File: src/rtl/downstream_cancel_tracker_if.sv
// Request/result bundle for downstream_cancel_tracker: one valid/ready request channel
// plus the result strobe and status flags. The master side drives requests.
interface downstream_cancel_tracker_if #(
  parameter int unsigned CLIENT_W = 5,
  parameter int unsigned AMOUNT_W = 16,
  parameter int unsigned COUNT_W  = 16
);
  logic                in_valid;
  logic                in_ready;
  logic [1:0]          op;
  logic [CLIENT_W-1:0] client_id;
  logic [AMOUNT_W-1:0] amount;
  logic [COUNT_W-1:0]  limit;
  logic                rd_valid;
  logic [CLIENT_W-1:0] rd_client;
  logic [COUNT_W-1:0]  cancelled_orders;
  logic                over_limit;
  logic                init_busy;

  modport master (
    output in_valid, op, client_id, amount, limit,
    input  in_ready, rd_valid, rd_client, cancelled_orders, over_limit, init_busy
  );

  modport slave (
    input  in_valid, op, client_id, amount, limit,
    output in_ready, rd_valid, rd_client, cancelled_orders, over_limit, init_busy
  );
endinterface

File: src/rtl/downstream_cancel_tracker.sv
// Per-client saturating cancelled-order counters held in a synchronous RAM, updated by a
// two-stage read-modify-write pipeline with same-client forwarding and a post-reset clear sweep.
module downstream_cancel_tracker #(
  parameter int unsigned CLIENT_W = 5,
  parameter int unsigned AMOUNT_W = 16,
  parameter int unsigned COUNT_W  = 16
) (
  input  logic                           clk,
  input  logic                           rst_n,
  downstream_cancel_tracker_if.slave     bus
);
  localparam int unsigned Depth = 2 ** CLIENT_W;

  localparam logic [1:0] OpAdd   = 2'b00;
  localparam logic [1:0] OpSub   = 2'b01;
  localparam logic [1:0] OpClear = 2'b10;
  localparam logic [1:0] OpRead  = 2'b11;

  typedef enum logic {StInit, StRun} state_e;

  state_e              state_q;
  logic [CLIENT_W-1:0] sweep_q;
  logic                in_ready_q;
  logic                init_busy_q;

  logic                s1_valid_q;
  logic [1:0]          s1_op_q;
  logic [CLIENT_W-1:0] s1_client_q;
  logic [AMOUNT_W-1:0] s1_amount_q;
  logic [COUNT_W-1:0]  s1_limit_q;

  logic                rd_valid_q;
  logic [CLIENT_W-1:0] rd_client_q;
  logic [COUNT_W-1:0]  cnt_q;
  logic                over_q;

  logic [COUNT_W-1:0]  mem_q [Depth];
  logic [COUNT_W-1:0]  ram_rd_q;

  logic                accept;
  logic                fwd;
  logic [COUNT_W-1:0]  old_val;
  logic [COUNT_W-1:0]  amt_ext;
  logic [COUNT_W:0]    sum;
  logic [COUNT_W-1:0]  new_val;
  logic                ram_we;
  logic [CLIENT_W-1:0] ram_waddr;
  logic [COUNT_W-1:0]  ram_wdata;

  assign accept = bus.in_valid && in_ready_q;

  always_ff @(posedge clk or negedge rst_n) begin
    if (!rst_n) begin
      state_q     <= StInit;
      sweep_q     <= '0;
      in_ready_q  <= 1'b0;
      init_busy_q <= 1'b1;
    end else begin
      unique case (state_q)
        StInit: begin
          sweep_q <= sweep_q + 1'b1;
          if (sweep_q == {CLIENT_W{1'b1}}) begin
            state_q     <= StRun;
            in_ready_q  <= 1'b1;
            init_busy_q <= 1'b0;
          end
        end
        StRun: begin
          state_q <= StRun;
        end
      endcase
    end
  end

  always_ff @(posedge clk or negedge rst_n) begin
    if (!rst_n) begin
      s1_valid_q  <= 1'b0;
      s1_op_q     <= OpAdd;
      s1_client_q <= '0;
      s1_amount_q <= '0;
      s1_limit_q  <= '0;
    end else begin
      s1_valid_q <= accept;
      if (accept) begin
        s1_op_q     <= bus.op;
        s1_client_q <= bus.client_id;
        s1_amount_q <= bus.amount;
        s1_limit_q  <= bus.limit;
      end
    end
  end

  // The previous stage-2 result is newer than the RAM when it hit the same client.
  assign fwd     = rd_valid_q && (rd_client_q == s1_client_q);
  assign old_val = fwd ? cnt_q : ram_rd_q;
  assign amt_ext = COUNT_W'(s1_amount_q);
  assign sum     = {1'b0, old_val} + {1'b0, amt_ext};

  always_comb begin
    new_val = old_val;
    unique case (s1_op_q)
      OpAdd:   new_val = sum[COUNT_W] ? {COUNT_W{1'b1}} : sum[COUNT_W-1:0];
      OpSub:   new_val = (old_val < amt_ext) ? '0 : old_val - amt_ext;
      OpClear: new_val = '0;
      OpRead:  new_val = old_val;
    endcase
  end

  // Gating with rst_n keeps the RAM untouched while reset is held.
  always_comb begin
    ram_we    = 1'b0;
    ram_waddr = s1_client_q;
    ram_wdata = new_val;
    if (state_q == StInit) begin
      ram_we    = rst_n;
      ram_waddr = sweep_q;
      ram_wdata = '0;
    end else if (s1_valid_q && (s1_op_q != OpRead)) begin
      ram_we = rst_n;
    end
  end

  always_ff @(posedge clk) begin
    if (ram_we) begin
      mem_q[ram_waddr] <= ram_wdata;
    end
    if (accept) begin
      ram_rd_q <= mem_q[bus.client_id];
    end
  end

  always_ff @(posedge clk or negedge rst_n) begin
    if (!rst_n) begin
      rd_valid_q  <= 1'b0;
      rd_client_q <= '0;
      cnt_q       <= '0;
      over_q      <= 1'b0;
    end else begin
      rd_valid_q <= s1_valid_q;
      if (s1_valid_q) begin
        rd_client_q <= s1_client_q;
        cnt_q       <= new_val;
        over_q      <= (new_val >= s1_limit_q);
      end
    end
  end

  assign bus.in_ready         = in_ready_q;
  assign bus.init_busy        = init_busy_q;
  assign bus.rd_valid         = rd_valid_q;
  assign bus.rd_client        = rd_client_q;
  assign bus.cancelled_orders = cnt_q;
  assign bus.over_limit       = over_q;
endmodule
File: src/flat_wrapper.sv
// flat-port wrapper written by rule: the top's interface ports become plain ports
module downstream_cancel_tracker_flat 
#(
  parameter int unsigned CLIENT_W = 5,
  parameter int unsigned AMOUNT_W = 16,
  parameter int unsigned COUNT_W  = 16
)
  (clk, rst_n, bus_in_valid, bus_op, bus_client_id, bus_amount, bus_limit, bus_in_ready, bus_rd_valid, bus_rd_client, bus_cancelled_orders, bus_over_limit, bus_init_busy);
  downstream_cancel_tracker_if #(.CLIENT_W(CLIENT_W), .AMOUNT_W(AMOUNT_W), .COUNT_W(COUNT_W)) bus_i ();
  input  logic clk;
  input  logic rst_n;
  input wire logic [$bits(bus_i.in_valid)-1:0] bus_in_valid;
  input wire logic [$bits(bus_i.op)-1:0] bus_op;
  input wire logic [$bits(bus_i.client_id)-1:0] bus_client_id;
  input wire logic [$bits(bus_i.amount)-1:0] bus_amount;
  input wire logic [$bits(bus_i.limit)-1:0] bus_limit;
  output wire logic [$bits(bus_i.in_ready)-1:0] bus_in_ready;
  output wire logic [$bits(bus_i.rd_valid)-1:0] bus_rd_valid;
  output wire logic [$bits(bus_i.rd_client)-1:0] bus_rd_client;
  output wire logic [$bits(bus_i.cancelled_orders)-1:0] bus_cancelled_orders;
  output wire logic [$bits(bus_i.over_limit)-1:0] bus_over_limit;
  output wire logic [$bits(bus_i.init_busy)-1:0] bus_init_busy;
  assign bus_i.in_valid = bus_in_valid;
  assign bus_i.op = bus_op;
  assign bus_i.client_id = bus_client_id;
  assign bus_i.amount = bus_amount;
  assign bus_i.limit = bus_limit;
  assign bus_in_ready = bus_i.in_ready;
  assign bus_rd_valid = bus_i.rd_valid;
  assign bus_rd_client = bus_i.rd_client;
  assign bus_cancelled_orders = bus_i.cancelled_orders;
  assign bus_over_limit = bus_i.over_limit;
  assign bus_init_busy = bus_i.init_busy;
  downstream_cancel_tracker #(.CLIENT_W(CLIENT_W), .AMOUNT_W(AMOUNT_W), .COUNT_W(COUNT_W)) u_core (.clk(clk), .rst_n(rst_n), .bus(bus_i));
endmodule
File: config.mk
export PLATFORM = sky130hd
export DESIGN_NAME = downstream_cancel_tracker_flat
export DESIGN_NICKNAME = d
export VERILOG_FILES = /design/src/rtl/downstream_cancel_tracker_if.sv /design/src/rtl/downstream_cancel_tracker.sv /design/src/flat_wrapper.sv
export SDC_FILE = /design/constraint.sdc
export NUM_CORES = 1
export LEC_CHECK = 0
export ABC_CLOCK_PERIOD_IN_PS = 8220
export CORE_MARGIN = 8
export CORE_UTILIZATION = 65
export DETAILED_ROUTE_END_ITERATION = 8
export PLACE_DENSITY = 0.86
export SLEW_MARGIN = 25
export SYNTH_ARGS = -nofsm -noshare
export SYNTH_HDL_FRONTEND = slang
export SYNTH_SLANG_ARGS = --single-unit
File: constraint.sdc
create_clock -name clk -period 8.22 [get_ports clk]
set_clock_uncertainty 0.05 [all_clocks]
set_input_delay 0.822 -clock clk [delete_from_list [all_inputs] [get_ports clk]]
set_output_delay 0.822 -clock clk [all_outputs]
set_load 0.005 [all_outputs]
Yosys cells after proc, flatten, opt, wreduce, memory -nomap -nowiden
Memories as Yosys holds them, arrays and structs flattened. A register that Yosys moved wholly into a read port is not among the register bits.
Cells that the tools add are included.
W data, S select, Z words.
{ "word_totals": {"ff_bits": 71, "mem_bits_rw": 512, "input_bits": 42, "output_inout_bits": 25, "elab_cells": 43, "mem_count": 1} }
{ "mem_list": {"columns": ["name", "depth", "word_bits", "read_ports", "rd_clocked_by_memory_dff", "write_ports", "line_no", "text"], "rows": [
  ["u_core.mem_q", 32, 16, 1, 1, 1, "downstream_cancel_tracker.sv:37", "logic [COUNT_W-1:0] mem_q [Depth];"]
]} }
{ "op_classes": {"add_sub_neg": 3, "n_lt_le_gt_ge": 2, "eq_ne": 6, "n_mux": 12, "bitwise": 1, "n_reduce_logical": 5} }
{ "ops": {"columns": ["op", "count"], "rows": [
  ["$mux W16", 4],
  ["$pmux W16 S4", 1],
  ["$add A16 B16 Y17", 1],
  ["$ge A16 B16 Y1", 1],
  ["$lt A16 B16 Y1", 1],
  ["$sub A16 B16 Y16", 1],
  ["$add A5 B1 Y5 const B", 1],
  ["$eq A5 B5 Y1", 1],
  ["$eq A5 B5 Y1 const B", 1],
  ["$mux W1", 5],
  ["$mux W5", 1],
  ["$eq A2 B2 Y1 const B", 2],
  ["$logic_and A1 B1 Y1", 3],
  ["$eq A2 B1 Y1 const B", 1],
  ["$logic_not A2 Y1", 1],
  ["$ne A2 B2 Y1 const B", 1],
  ["$pmux W1 S2", 1],
  ["$reduce_and A2 Y1", 1],
  ["$not A1 Y1", 1]
]} }

Longest topological paths before layout
Gate-level depths: netlist of the first run.
{ "logic_depth": {"ltp_word": 7, "ltp_mapped": 27} }

Least setup slack after synthesis of the first run
OpenSTA, ideal clock, no wires.
{ "synth_path": {"path_type": "flip-flop to flip-flop", "start": "register u_core.s1_client_q[4]", "end": "memory u_core.mem_q[0][13], data pin", "setup_ns": 0.540, "arrival_ns": 4.868, "required_ns": 7.630, "slack_ns": 2.763, "stages_incl_launch_ff": 14, "cell_sequence": "dfrtp_1 -> xnor2_1 -> nand4_1 -> nor2_2 -> buf_4 -> mux2_2 -> ha_1 -> or4_4 -> a211oi_2 -> o221ai_2 -> nand2_1 -> buf_2 -> nor3b_2 -> nor4_1"} }
{ "synth_via": {"elab_chain_cells": 7, "elab_cells_between_ends": 10} }
{ "synth_lines": {"columns": ["element", "line_no", "text"], "rows": [
  ["from (decl)", "downstream_cancel_tracker.sv:28", "logic [CLIENT_W-1:0] s1_client_q;"],
  ["from (signal assigned)", "downstream_cancel_tracker.sv:86", "s1_client_q <= bus.client_id;"],
  ["$eq A5 B5 Y1 *", "downstream_cancel_tracker.sv:94", "assign fwd = rd_valid_q && (rd_client_q == s1_client_q);"],
  ["$logic_and A1 B1 Y1 *", "downstream_cancel_tracker.sv:94", null],
  ["$mux W16 *", "downstream_cancel_tracker.sv:95", "assign old_val = fwd ? cnt_q : ram_rd_q;"],
  ["$sub A16 B16 Y16 (tied with other cells)", "downstream_cancel_tracker.sv:103", "OpSub: new_val = (old_val < amt_ext) ? '0 : old_val - amt_ext;"],
  ["$mux W16, on equally long branches", "downstream_cancel_tracker.sv:103, downstream_cancel_tracker.sv:102", null],
  ["$pmux W16 S4 *", "downstream_cancel_tracker.sv:101", "unique case (s1_op_q)"],
  ["$mux W16 *", "downstream_cancel_tracker.sv:114", "if (state_q == StInit) begin"],
  ["named net u_core.ram_wdata[13]", "downstream_cancel_tracker.sv:48", "logic [COUNT_W-1:0] ram_wdata;"],
  ["to (decl)", "downstream_cancel_tracker.sv:37", null]
]} }
The timed path passes the listed nets; every way through them passes the cells marked *.

Worst setup path after layout of the first run
{ "layout_path": {"start": "register u_core.s1_client_q[2]", "end": "register u_core.over_q, in the netlist u_core.bus.over_limit"} }
{ "layout_via": {"elab_chain_cells": 7, "elab_cells_between_ends": 10} }
{ "layout_lines": {"columns": ["element", "line_no", "text"], "rows": [
  ["$eq A5 B5 Y1 *", "downstream_cancel_tracker.sv:94", null],
  ["$logic_and A1 B1 Y1 *", "downstream_cancel_tracker.sv:94", null],
  ["$mux W16 *", "downstream_cancel_tracker.sv:95", null],
  ["$sub A16 B16 Y16 (tied with other cells)", "downstream_cancel_tracker.sv:103", null],
  ["$mux W16, on equally long branches", "downstream_cancel_tracker.sv:103, downstream_cancel_tracker.sv:102", null],
  ["$pmux W16 S4 *", "downstream_cancel_tracker.sv:101", null],
  ["$ge A16 B16 Y1 *", "downstream_cancel_tracker.sv:143", "over_q <= (new_val >= s1_limit_q);"],
  ["to (signal assigned)", "downstream_cancel_tracker.sv:143", null],
  ["to (decl)", "downstream_cancel_tracker.sv:35", "logic over_q;"]
]} }
Mark *: on every way between the ends. The rest lies on a longest branch, timed or not.
A chain may end at the register's enable or synchronous reset.

==> metrics.yaml, run 1 <==
global_route:
  globalRouteOverflowTotal: 0
  grt_pass1_vias: 15045
  grt_antenna_before_repair: 0
  grt_use_total: 0.2966
  grt_pass1_wl_um: 100500
  grt_max_degree: 64
timing:
  setup_violations: 0
  min_period_over_period: 0.8022
  holdWs_ps: 454.7
  tightest_slew_ps: 1071
  finalHoldViolations: 0
  slew_headroom: 0.2839
  rsz0062_at_grt: "false"
  fin_crit_ps: 6594
  drv_slew: 0
  setup_slack_ps: 1626
  fmax_mhz: 151.6
  tns_ps: 0
pwr:
  power.leakage_nw: 9.898
  finalPower_mw: 7.202
  p_per_area_nw_per_um2: 250.2
  ir_worst_vdd_mv: 0.2190
synth:
  synth.largest_area_cell: "edfxtp_1"
  ys_warn_count: 0
  synth.distinct_cells: 74
  synthCells: 1449
  yosys-top-cells-area: "edfxtp_1 (62%), mux4_2 (14%), dfrtp_1 (6.8%)"
  ys_ff_latch: 599
  syn_nets: 1544
  avgSynthCellArea_sq_um: 17.74
  yosysSeqAreaShare: 0.6861
  synth_edf_count: 528
  syn_area_sq_um: 25700
  synth_top_area_share: 0.6169
  synth_ff_type: "edfxtp_1"
  async_flop_share: 0.1185
critical_path:
  slowest_stage: "nor2_2"
  timing.critical_path.mode_cell: "a21o_1"
  arrival_ps: 7030
  worst-path-stages: 22
  critPathCaptureType: "flop"
  r2r-start: "u_core.s1_client_q[2]"
  reg2reg_depth: 22
  cpPeakStageDelay_ps: 770
  regToRegSetupSlack_ps: 1630
  setup.worst_path.class: "reg -> reg"
  path_max_fanout: 14
  cp-start-kind: "flop"
  r2r-end: "u_core.bus.over_limit"
  critPathTopFamily: "simple AND/OR/NAND/NOR gates"
  crit_chain: "xnor2_1 -> nand4_1 -> nor2_2 -> mux2i_1 -> inv_1 -> ha_1 -> or4_4 -> a211oi_2 -> o221ai_2 -> nand2_1 -> o21ai_0 -> a21oi_1 -> inv_1 -> ha_1 -> nand2b_1 -> a21o_1 -> a21o_1 -> a21o_1 -> a21oi_1 -> o21ai_0 -> a221oi_1 -> o21bai_1"
  worstPathRequired_ps: 8660
  worst-path-buf-inv: 2
run:
  max_cap_viol_count: 0
floorplanning:
  die_area_sq_um: 46160
  dieHeight_um: 214.8
  ios: 67
  core_sq_um: 39370
  row_count: 73
  die_x_um: 214.8
  initial_core_util: 0.6528
placement:
  pre_cts_ws_ps: 1925
  port_buffers: 66
  dp_hpwl_um: 40860
  gp_routability_congestion: 0.9498
finish:
  finalNetCount: 1636
  drive_gt1_frac: 0.2363
  insertedDiodeCount: 0
  syn2layout_area_growth_pct: 12.01
  final_core_util: 0.7312
  final_common_cell: "edfxtp_1"
  mostFrequentLayoutCells: "edfxtp_1 (528), mux4_2 (160), dfrtp_1 (70)"
detailed_routing:
  dr.pass1.iters: 6
  drtIter0Drc: 2006
  via_per_inst: 6.948
  vias: 14675
  postRouteAntennaNets: 0
  post_drt_wl_per_cell_um: 32.36
  wl_um: 68350
  route.detailed.drc: 0
worst_hold_path:
  holdPathEnd: "u_core.bus.in_ready"
  worstHoldPathCells: 1
  hp-start: "u_core.bus.in_ready"
  hold_class: "reg -> reg"
clocking:
  clk_latency_ps: 630
  cts_root_buf: "clkbuf_16"
  htree_levels: 2
  cts.sinks: 599
  cts_resized: 0
  cts_tree: "done"
  clockBufferDepth: 3
  cts_buffers: 56
  cts.clk_slew.worst_paths_ps: 70
status:
  status: "complete, no violations"
-- stage by stage --
step | instances | area [sq um]
CTS | 2112 | 28760
global placement | 2007 | 27010
global route | 2112 | 28790
floorplan | 1449 | 25700
finish | 2112 | 28790
detailed placement | 2007 | 27040
-- area by class of cell --
| type | instances | area (sq um) |
|---|---|---|
| fillers | 2183 | 10580 |
| well taps | 525 | 656.9 |
| flip-flops and latches | 599 | 17630 |
| multi-input cells | 711 | 7579 |
| inverters | 66 | 250.2 |
| clock buffers | 69 | 1450 |
| clock inverters | 35 | 254.0 |
| repair buffers | 107 | 962.2 |
-- cell usage after synthesis (all sizes together), types with 4 or more instances --
master / instances
a211oi: 8
a21oi: 39
ha: 51
o31ai: 6
nand3: 19
o21bai: 6
inv: 66
or4: 6
o211ai: 9
a21o: 13
mux4: 160
mux2: 50
xnor2: 12
and2: 18
nor3: 8
o221ai: 4
a22oi: 4
a2111oi: 5
clkbuf: 37
nor2b: 8
nor2: 72
or3: 6
a211o: 7
nand2: 68
buf: 36
o22ai: 5
dfrtp: 70
nand2b: 10
a221oi: 4
edfxtp: 528
mux2i: 12
o21ai: 57
nor4: 5
-- how the worst max path moves through the flow --
stage	to	startpoint	slack, ps
6_report	u_core.bus.over_limit	u_core.s1_client_q[2]	1630
5_1_grt	u_core.bus.over_limit	u_core.s1_client_q[2]	1210
4_1_cts	u_core.bus.over_limit	u_core.s1_client_q[2]	1760
3_5_place_dp	u_core.bus.over_limit	u_core.s1_client_q[4]	1920
3_3_place_gp	u_core.bus.over_limit	u_core.s1_client_q[4]	2100
2_1_floorplan	u_core.mem_q[0][13]	u_core.s1_client_q[4]	2760
-- flip-flops by register name (all words and copies together), names as in the netlist --
register	cells
u_core.amt_ext	16
u_core.bus.cancelled_orders	16
u_core.bus.in_ready	1
u_core.bus.init_busy	1
u_core.bus.over_limit	1
u_core.bus.rd_client	5
u_core.bus.rd_valid	1
u_core.mem_q	512
u_core.ram_rd_q	16
u_core.s1_client_q	5
u_core.s1_limit_q	16
u_core.s1_op_q	2
u_core.s1_valid_q	1
u_core.state_q	1
u_core.sweep_q	5
-- cells by family (layout without fill, tap and decap cells) --
family,Yosys count,count (layout),share of synthesized area
adder cells (fa/ha/maj),53,53,0.02639
buffers and inverters,139,277,0.02240
flip-flops,599,599,0.6861
AND/OR/NAND/NOR,232,232,0.04362
AO/OA/AOI/OAI,190,190,0.04976
XOR/XNOR,14,14,0.004771
multiplexers,222,222,0.1669
-- per-layer routing --
metal | track usage | up-vias | share of wire | wire length [um]
li1 | - | 5942 | - | -
met1 | 0.3798 | 7418 | 0.35 | 23910
met2 | 0.4793 | 1081 | 0.49 | 33680
met3 | 0.06208 | 234 | 0.10 | 6867
met4 | 0.1549 | 0 | 0.057 | 3886
met5 | 0 | - | 0 | 0
-- repair_timing --
action,CTS,global route
hold endpoints to repair,7,0
buffers inserted,0,0
hold buffers,1,0
-- report_power, final --
| group | internal [mW] | switching, mW |
|---|---|---|
| clock network | 1.30 | 1.16 |
| registers | 3.58 | 0.0658 |
| logic | 0.387 | 0.714 |
Note: power is estimated with default switching activity, not from simulation.
==> run 2, diff against run 1 <==
Settings changed: ABC_CLOCK_PERIOD_IN_PS 8220 to 6670, CORE_UTILIZATION 65 to 62, PLACE_DENSITY 0.86 to 0.83.
Clock period 8.22 ns to 6.67 ns, I/O delays scaled along.
==> metrics.yaml, run 2 (same netlist as run 1, synthesis figures left out) <==
finish:
  final_area_sq_um: 28980  # +0.66%
  multi_input_area_sq_um: 7527  # -0.68%
  largest_reg_flops: 512  # unchanged
  finalNetCount: 1662  # +1.6%
  final_core_util: 0.7097  # -0.02155
  fin_cells: 2147  # +1.7%
  nFillCells: 2390  # +9.5%
  final_common_cell: "edfxtp_1"
  seqCellArea_sq_um: 17630  # unchanged
  top_register: "u_core.mem_q"
  syn2layout_area_growth_pct: 12.75
  drive_gt1_frac: 0.2429  # +0.006580
  mostFrequentLayoutCells: "edfxtp_1 (528), mux4_2 (160), dfrtp_1 (70)"
pwr:
  swShare: 0.2624  # -0.006287
  p_per_area_nw_per_um2: 308.6  # +23%
  switchingPower_mw: 2.347  # +21%
  power_frac_clock: 0.343  # +0.002
  sequentialPowerShare: 0.503  # -0.004
  ir_worst_vdd_mv: 0.2805  # +28%
  p_int_mw: 6.596  # +25%
  power.leakage_nw: 10.05  # +1.5%
  finalPower_mw: 8.944  # +24%
  pwr-share-comb: 0.154  # about the same
global_route:
  globalRouteOverflowTotal: 0  # unchanged
  grt_max_degree: 78  # +22%
  grt_antenna_before_repair: 2  # +2
  grt_pass1_vias: 15144  # +0.66%
  grt_pass1_wl_um: 101500  # +1.0%
  grt_use_total: 0.2915  # -0.005136
timing:
  setup_violations: 0  # unchanged
  setup_slack_ps: 622.8  # -1003 ps
  slew_headroom: 0.3818  # +0.09798
  drv_slew: 0  # unchanged
  rsz0062_at_grt: "false"
  holdWs_ps: 441.4  # -13.26 ps
  fin_crit_ps: 6047  # -547.1 ps
  min_period_over_period: 0.9066  # +0.1044
  finalHoldViolations: 0  # unchanged
  tns_ps: 0  # unchanged
  fmax_mhz: 165.4  # +9.0%
  tightest_slew_ps: 927.2  # -143.6 ps
detailed_routing:
  route.detailed.drc: 0  # unchanged
  wl_met1_um: 25050  # +4.8%
  wl_um: 68230  # -0.17%
  routed-wl-met3_um: 6954  # +1.3%
  vias: 14716  # +0.28%
  drtIter0Drc: 1975  # -1.5%
  post_drt_wl_per_cell_um: 31.78  # -1.8%
  wl_met2_um: 32740  # -2.8%
  dr.pass1.iters: 5  # -1
  via_per_inst: 6.854  # -1.4%
  postRouteAntennaNets: 0  # unchanged
  top_layer: "met5"
floorplanning:
  row_count: 74  # +1.4%
  die_x_um: 219.6  # +2.2%
  die_area_sq_um: 48220  # +4.5%
  dieHeight_um: 219.6  # +2.2%
  initial_core_util: 0.6294  # -0.02343
  ios: 67  # unchanged
  core_sq_um: 40830  # +3.7%
clocking:
  postCtsHoldBufs: 1  # unchanged
  clk_latency_ps: 620  # about the same
  cts_resized: 0  # unchanged
  cts.clk_slew.worst_paths_ps: 70  # about the same
  clockBufferDepth: 3  # unchanged
  cts.sinks: 599  # unchanged
  htree_levels: 2  # unchanged
  cts_setup_buffers: 0  # unchanged
  cts_tree: "done"
  cts_root_buf: "clkbuf_16"
  cts_buffers: 58  # +3.6%
status:
  status: "complete, no violations"
placement:
  dp_hpwl_um: 41010  # +0.35%
  gp_routability_congestion: 0.9230  # -2.8%
  placed_area_sq_um: 27200  # +0.58%
  pre_cts_ws_ps: 770.6  # -1154 ps
  port_buffers: 66  # unchanged
  placedCellCount: 2038  # +1.5%
critical_path:
  arrival_ps: 6500  # -530 ps
  path_max_fanout: 11  # -3
  cp-start-kind: "flop"
  worstPathRequired_ps: 7120  # -1540 ps
  critPathCaptureType: "flop"
  setup.worst_path.class: "reg -> reg"
worst_hold_path:
  hold_class: "reg -> reg"
run:
  max_cap_viol_count: 0  # unchanged
[run 2: cell types whose count changed in the layout (fill, tap and decap cells not counted), moves of 4 or more]
| cell | previous run | this run |
|---|---|---|
| clkinv_4 | 5 | 1 |
| and2_1 | 8 | 15 |
| and2_2 | 10 | 3 |
| nor2_2 | 3 | 7 |
| buf_4 | 43 | 67 |
| nor2_4 | 9 | 2 |
[run 2: final timing paths]
check	cells after the start	from	endpoint	slack, ps
max reg2reg	20	u_core.s1_client_q[4]	u_core.bus.over_limit	620
max in group asynchronous	3	rst_n	u_core.bus.in_ready	5110
min reg2reg	1	u_core.bus.init_busy	u_core.bus.init_busy	440
max	20	u_core.s1_client_q[4]	u_core.bus.over_limit	620
min	1	u_core.bus.init_busy	u_core.bus.init_busy	440
min in group asynchronous	2	rst_n	u_core.amt_ext[9]	480
[run 2: layout make-up]
type	instances	share of cell area
multi-input combinational	711	0.2598
clock buffer	76	0.05346
clock inverter	31	0.007297
inverter	66	0.008636
antenna	1	0.00008636
timing repair buffer	131	0.03925
sequential	599	0.6085
tap	532	0.02297
[run 2: routing by layer]
metal / vias up / GRT usage
met2: 1017 / 0.4681
li1: 6001 / -
met5: - / 0
met1: 7490 / 0.3853
met3: 206 / 0.05786
met4: 2 / 0.1361
[run 2: power by group through the flow]
| stage | logic (mW) | registers (mW) | clock network, mW |
|---|---|---|---|
| global route | 1.49 | 4.50 | 3.25 |
| detailed placement | 1.35 | 4.57 | 0 |
| floorplan | 0.811 | 4.54 | 0 |
| finish | 1.38 | 4.50 | 3.07 |
| CTS | 1.37 | 4.49 | 3.11 |
| global placement | 1.31 | 4.57 | 0 |
[run 2: critical path: stages, from the launching register on]
cell and delay (ps):
dfrtp_1 450, xnor2_1 250, nand4_1 240, nor2_2 510, mux2i_1 350, inv_1 130, ha_1 550, inv_4 110
a2111oi_0 540, o31ai_1 210, o221ai_2 280, nand2_1 210, buf_4 240, o31a_1 290, o211ai_1 170, inv_1 90
ha_1 290, a2111oi_0 390, o21ai_0 190, a221oi_1 260, o21bai_1 110
